**src/rtl/mem_arbiter.sv**
```systemverilog
// Byte-wide RAM port arbiter for IF and MEM requesters; words split into byte beats.
// Optional IF abort path enabled by defining MEM_ARB_IF_FLUSH_EN.
module mem_arbiter #(
    parameter int ADDR_W   = 32,
    parameter bit PRIO_MEM = 1'b1
) (
    input  logic              clk,
    input  logic              rst,
    input  logic              if_req_i,
    input  logic [ADDR_W-1:0] if_addr_i,
`ifdef MEM_ARB_IF_FLUSH_EN
    input  logic              if_flush_i,
`endif
    output logic [31:0]       if_data_o,
    output logic              if_done_o,
    input  logic              mem_req_i,
    input  logic              mem_we_i,
    input  logic [1:0]        mem_len_i,
    input  logic [ADDR_W-1:0] mem_addr_i,
    input  logic [31:0]       mem_wdata_i,
    output logic [31:0]       mem_rdata_o,
    output logic              mem_done_o,
    output logic              stall_req_o,
    output logic [ADDR_W-1:0] ram_addr_o,
    output logic              ram_wr_o,
    output logic [7:0]        ram_dout_o,
    input  logic [7:0]        ram_din_i
);

    typedef enum logic [1:0] {IDLE, IF_BUSY, MEM_BUSY, HOLD} state_t;

    state_t            state, state_nxt;
    logic [2:0]        cnt;
    logic [ADDR_W-1:0] addr_q;
    logic              we_q;
    logic [1:0]        len_q;
    logic [31:0]       wdata_q;
    logic [31:0]       rbuf;
    logic              last_mem;

    logic              flush;
    logic              if_ok;
    logic              grant_if, grant_mem;
    logic              busy, last_beat, abort;
    logic [2:0]        n_bytes;
    logic [1:0]        bidx;
    logic [31:0]       rnext, rword;

`ifdef MEM_ARB_IF_FLUSH_EN
    assign flush = if_flush_i;
`else
    assign flush = 1'b0;
`endif

    assign if_ok       = if_req_i & ~flush;
    assign stall_req_o = mem_req_i & ~mem_done_o;

    always_ff @(posedge clk or posedge rst) begin
        if (rst) state <= IDLE;
        else     state <= state_nxt;
    end

    always_comb begin
        state_nxt = state;
        case (state)
            IDLE: begin
                if (grant_mem)     state_nxt = MEM_BUSY;
                else if (grant_if) state_nxt = IF_BUSY;
            end
            IF_BUSY:  if (abort || last_beat) state_nxt = HOLD;
            MEM_BUSY: if (last_beat) state_nxt = HOLD;
            default:  state_nxt = IDLE;
        endcase
    end

    // Grant decode and beat bookkeeping
    always_comb begin
        grant_if  = 1'b0;
        grant_mem = 1'b0;
        if (state == IDLE) begin
            if (mem_req_i && if_ok) begin
                if (PRIO_MEM || !last_mem) grant_mem = 1'b1;
                else                       grant_if  = 1'b1;
            end else begin
                grant_mem = mem_req_i;
                grant_if  = if_ok;
            end
        end
        case (len_q)
            2'b00:   n_bytes = 3'd1;
            2'b01:   n_bytes = 3'd2;
            default: n_bytes = 3'd4;
        endcase
        busy      = (state == IF_BUSY) || (state == MEM_BUSY);
        last_beat = busy && (cnt == n_bytes);
        abort     = (state == IF_BUSY) && flush;
    end

    // cnt==4 maps to byte lane 3 through the 2-bit wrap
    always_comb begin
        bidx  = cnt[1:0] - 2'd1;
        rnext = rbuf;
        rnext[{bidx, 3'b000} +: 8] = ram_din_i;
        case (len_q)
            2'b00:   rword = {24'd0, rnext[7:0]};
            2'b01:   rword = {16'd0, rnext[15:0]};
            default: rword = rnext;
        endcase
    end

    always_ff @(posedge clk or posedge rst) begin
        if (rst) begin
            cnt         <= 3'd0;
            addr_q      <= '0;
            we_q        <= 1'b0;
            len_q       <= 2'b00;
            wdata_q     <= 32'd0;
            rbuf        <= 32'd0;
            last_mem    <= 1'b0;
            if_data_o   <= 32'd0;
            if_done_o   <= 1'b0;
            mem_rdata_o <= 32'd0;
            mem_done_o  <= 1'b0;
            ram_addr_o  <= '0;
            ram_wr_o    <= 1'b0;
            ram_dout_o  <= 8'd0;
        end else begin
            if_done_o  <= 1'b0;
            mem_done_o <= 1'b0;
            if (grant_if || grant_mem) begin
                addr_q     <= grant_mem ? mem_addr_i : if_addr_i;
                we_q       <= grant_mem & mem_we_i;
                len_q      <= grant_mem ? mem_len_i : 2'b11;
                wdata_q    <= mem_wdata_i;
                rbuf       <= 32'd0;
                cnt        <= 3'd1;
                last_mem   <= grant_mem;
                ram_addr_o <= grant_mem ? mem_addr_i : if_addr_i;
                ram_wr_o   <= grant_mem & mem_we_i;
                if (grant_mem && mem_we_i) ram_dout_o <= mem_wdata_i[7:0];
            end else if (busy) begin
                if (abort) begin
                    ram_wr_o <= 1'b0;
                    cnt      <= 3'd0;
                end else if (last_beat) begin
                    ram_wr_o <= 1'b0;
                    cnt      <= 3'd0;
                    if (state == IF_BUSY) begin
                        if_done_o <= 1'b1;
                        if_data_o <= rword;
                    end else begin
                        mem_done_o <= 1'b1;
                        if (!we_q) mem_rdata_o <= rword;
                    end
                end else begin
                    rbuf       <= rnext;
                    ram_addr_o <= addr_q + ADDR_W'(cnt);
                    if (we_q) ram_dout_o <= wdata_q[{cnt[1:0], 3'b000} +: 8];
                    cnt        <= cnt + 3'd1;
                end
            end
        end
    end

endmodule

```
**config.mk**
```make
export PLATFORM = sky130hd
export DESIGN_NAME = mem_arbiter
export DESIGN_NICKNAME = d
export VERILOG_FILES = /design/src/rtl/mem_arbiter.sv
export SDC_FILE = /design/constraint.sdc
export NUM_CORES = 1
export LEC_CHECK = 0
export ABC_AREA = 1
export CORE_AREA = 4 4 155 142
export DETAILED_ROUTE_END_ITERATION = 16
export DIE_AREA = 0 0 159 146
export PLACE_DENSITY = 0.78
export SYNTH_ARGS = -nofsm -noshare
export SYNTH_HDL_FRONTEND = slang
export SYNTH_SLANG_ARGS = --single-unit
```
**constraint.sdc**
```tcl
create_clock -name clk -period 8.57 [get_ports clk]
set_input_delay 2.1425 -clock clk [delete_from_list [all_inputs] [get_ports clk]]
set_output_delay 2.1425 -clock clk [all_outputs]
set_load 0.01 [all_outputs]
```
==> flow_summary.yaml <==
outcome:
  outcome: "finished, final reports clean"
synthesis:
  yosys.cell_types.count: 36
  postSynthAreaPerCell_um2: 7.81
  share_of_the_yosys_chip_area_belonging_to_registers_pct: 50.7
  synthTopCellsByArea: "sky130_fd_sc_hd__dfrtp_1 51%, sky130_fd_sc_hd__nand2_1 13%, sky130_fd_sc_hd__nor2_1 6.5%"
  synth.top_cell.area_share_pct: 50.7
  postSynth.asyncResetShare_pct: 100
  top_flip_flop_cell_by_instance_count_after_synthesis: "sky130_fd_sc_hd__dfrtp_1"
  netlist_area_um2: 10400
  synth.ff_latch_count: 211
  ys_warn_count: 0
  syn_nets: 1455
  synth_edf_count: 0
  syn_inst: 1332
  yosys.area.top_type: "sky130_fd_sc_hd__dfrtp_1"
min_path:
  worst_hold_startpoint: "wdata_q[1]$_DFFE_PP0P_"
  min_path_type: "reg2reg"
drt:
  postRouteAntennaNets: 0
  wl_um: 27500
  drt_iter0_drc: 806
  drc: 0
  avgViaCountPerCell: 5.28
  routed_wire_length_per_instance_um: 15.3
  vias_post_dr: 9452
  detail_route.first_pass.iterations: 5
setup_path:
  timing.rr.start: "cnt[1]$_DFFE_PP0P_"
  worst_setup_path_start_kind: "input port"
  worst_setup_path_startpoint: "mem_req_i"
  critical_path_arrival_ps: 3480
  timing_worst_setup_path_type: "in2out"
  setup.worst_path.end_class: "primary output"
  path_max_fanout: 4
  worst-endpoint-required_ps: 6430
power:
  cellLeakagePower_nw: 5.98
  comb_power_share_pct: 45.4
  power-per-cell-area_nw_per_um2: 350
  clock_power_share_pct: 20.1
  vdd.ir_drop.worst_uv: 187
  intPower_w: 0.00270
  sequentialPowerShare_pct: 34.5
  power_switching_share_pct: 42.0
  power_switching_w: 0.00195
clocking:
  worst_skew_late_latency_ps: 500
  worst_setup_hold_path_clk_slew_ps: 50
  cts_tree: "built"
  numCtsBuffers: 23
  post_cts_buffers: 0
  post_cts_hold_buffer_count: 0
  cts-resized-gates: 0
  cts_root_buf: "sky130_fd_sc_hd__clkbuf_16"
  cts_buffer_depth: 3
  ctsHtreeMaxLevel: 1
  clkSinkCount: 211
sta:
  setup-tns-final_ps: 0
  max-slew-margin-rel_pct: 20.7
  slew_at_the_pin_closest_to_its_max_slew_limit_ps: 1190
  final_period_minus_worst_setup_slack_ps: 5630
  final-max-slew-violation-count: 0
  layout_setup_ws_ps: 2940
  clock.fmax_mhz: 178
  post-route-period-util_pct: 65.6
  fin_worst_skew_ps: 17.7
  setup_viol_count_final: 0
  unrepaired_setup_endpoints_after_global_routing: "no"
  hold_violations: 0
die:
  floorplan.die_area_um2: 23200
  core_area_um2: 20500
  standard_cell_rows: 50
  die_outline_height_um: 146
  initial_core_util_pct: 50.9
  ios: 219
  die-width_um: 159
place:
  io_buffer_count: 218
  hpwl_um: 18900
  pre_cts_slack_ps: 2960
  gpl.final_weighted_congestion: 0.921
  dp_cells: 1750
layout:
  layout.cells.non_filler: 1790
  final_core_util_pct: 65.0
  post_route_cells_drive_above_1_share_pct: 4.64
  layout.nets: 1638
  areaGrowthSynthToFinish_pct: 27.8
  num-fill-cells: 1761
global_routing:
  grt-ovfl-total: 0
  vias_in_the_first_global_route: 8999
  grt_first_pass_wirelength_um: 45100
  pin_count_of_the_biggest_net_entering_global_routing: 139
  grt_antenna_before_repair: 1
  grt_util_all_layers_pct: 23.1
job:
  max_cap_viol_count: 0
[flip-flops by register name, summed over array words and instances, names as in the netlist, 3 cells and up]
name,flops
rbuf,32
ram_addr_o,32
wdata_q,32
ram_dout_o,8
mem_rdata_o,32
if_data_o,32
addr_q,32
cnt,3
[power by group through the flow]
stage               clock network, W  registers [W]  logic [W]
floorplan                          0        0.00162    0.00141
global placement                   0        0.00161    0.00206
detailed placement                 0        0.00162    0.00212
CTS                         0.000952        0.00161    0.00213
global route                0.000988        0.00166    0.00240
finish                      0.000934        0.00161    0.00211
[cell usage after synthesis (3+ instances only)]
cell type,number
sky130_fd_sc_hd__inv_2,3
sky130_fd_sc_hd__o22ai_1,24
sky130_fd_sc_hd__dfrtp_1,211
sky130_fd_sc_hd__o211ai_1,4
sky130_fd_sc_hd__nand3b_1,4
sky130_fd_sc_hd__o21ai_2,10
sky130_fd_sc_hd__nor2_1,180
sky130_fd_sc_hd__ha_1,11
sky130_fd_sc_hd__buf_4,3
sky130_fd_sc_hd__nand3_1,59
sky130_fd_sc_hd__buf_6,11
sky130_fd_sc_hd__nor3_1,10
sky130_fd_sc_hd__a21boi_0,9
sky130_fd_sc_hd__nand4_1,8
sky130_fd_sc_hd__inv_1,117
sky130_fd_sc_hd__nand2_1,364
sky130_fd_sc_hd__o21ai_0,134
sky130_fd_sc_hd__nand2_4,3
sky130_fd_sc_hd__o21ai_1,77
sky130_fd_sc_hd__buf_2,31
sky130_fd_sc_hd__a21oi_1,18
sky130_fd_sc_hd__clkbuf_1,21
[stage by stage]
step | total power (W) | hold WS (ps) | area, um2
final | 0.00465 | 465 | 13300
after global routing | 0.00504 | 490 | 13300
after CTS | 0.00468 | 467 | 13300
after detailed placement | 0.00374 | 454 | 12600
after global placement | 0.00367 | 448 | 12600
after floorplan | 0.00304 | 437 | 10400
[layer usage]
metal | vias to the layer above | global-route usage [%] | part of all wire, %
met2 | 313 | 37.2 | 46
met3 | 42 | 3.74 | 6.4
met5 | - | 0 | 0
met1 | 4451 | 32.6 | 45
met4 | 0 | 6.55 | 2.8
li1 | 4646 | - | -
[cell type report]
type	count	area, um2	share of cell area [%]
sequential	211	5280	39.7
clock inverter	5	31.3	0.235
inverter	122	467	3.51
timing repair buffer	225	2230	16.8
multi-input combinational	932	4280	32.2
tap	260	325	2.45
antenna	1	2.50	0.0188
clock buffer	34	677	5.09
[critical path, cell delays in order]
cell and delay, ps:
sky130_fd_sc_hd__clkdlybuf4s50_1 570, sky130_fd_sc_hd__inv_1 70, sky130_fd_sc_hd__nor2_1 100, sky130_fd_sc_hd__clkdlybuf4s50_1 590
[cells by family after synthesis]
kind of cell / synth area share (%)
simple gates: 24.9
compound gates: 14.6
flops: 50.7
buf+inv: 8.12
fa+ha+maj: 1.52
xor+xnor: 0.0842
[layout by cell type, fill, tap and decap left out, drive strengths merged]
| cell | count |
|---|---|
| a21boi | 9 |
| a21oi | 18 |
| buf | 7 |
| clkbuf | 34 |
| clkdlybuf4s50 | 218 |
| clkinv | 5 |
| clkinvlp | 1 |
| dfrtp | 211 |
| diode | 1 |
| fa | 1 |
| ha | 11 |
| inv | 121 |
| nand2 | 369 |
| nand3 | 61 |
| nand3b | 4 |
| nand4 | 8 |
| nor2 | 184 |
| nor3 | 10 |
| nor4 | 1 |
| o211ai | 4 |
| o21a | 2 |
| o21ai | 222 |
| o22ai | 24 |
| o31ai | 1 |
| or2 | 2 |
| xor2 | 1 |
[final timing paths]
check | to | slack, ps | depth (start not counted)
max | stall_req_o | 2940 | 4
min | wdata_q[1]$_DFFE_PP0P_ | 460 | 2
max reg2reg | ram_dout_o[7]$_DFFE_PP0P_ | 5510 | 9
min reg2reg | wdata_q[1]$_DFFE_PP0P_ | 460 | 2
max in group asynchronous | addr_q[26]$_DFFE_PP0P_ | 4820 | 3
min in group asynchronous | wdata_q[3]$_DFFE_PP0P_ | 2250 | 2
Power figures use the tool's default switching activity.
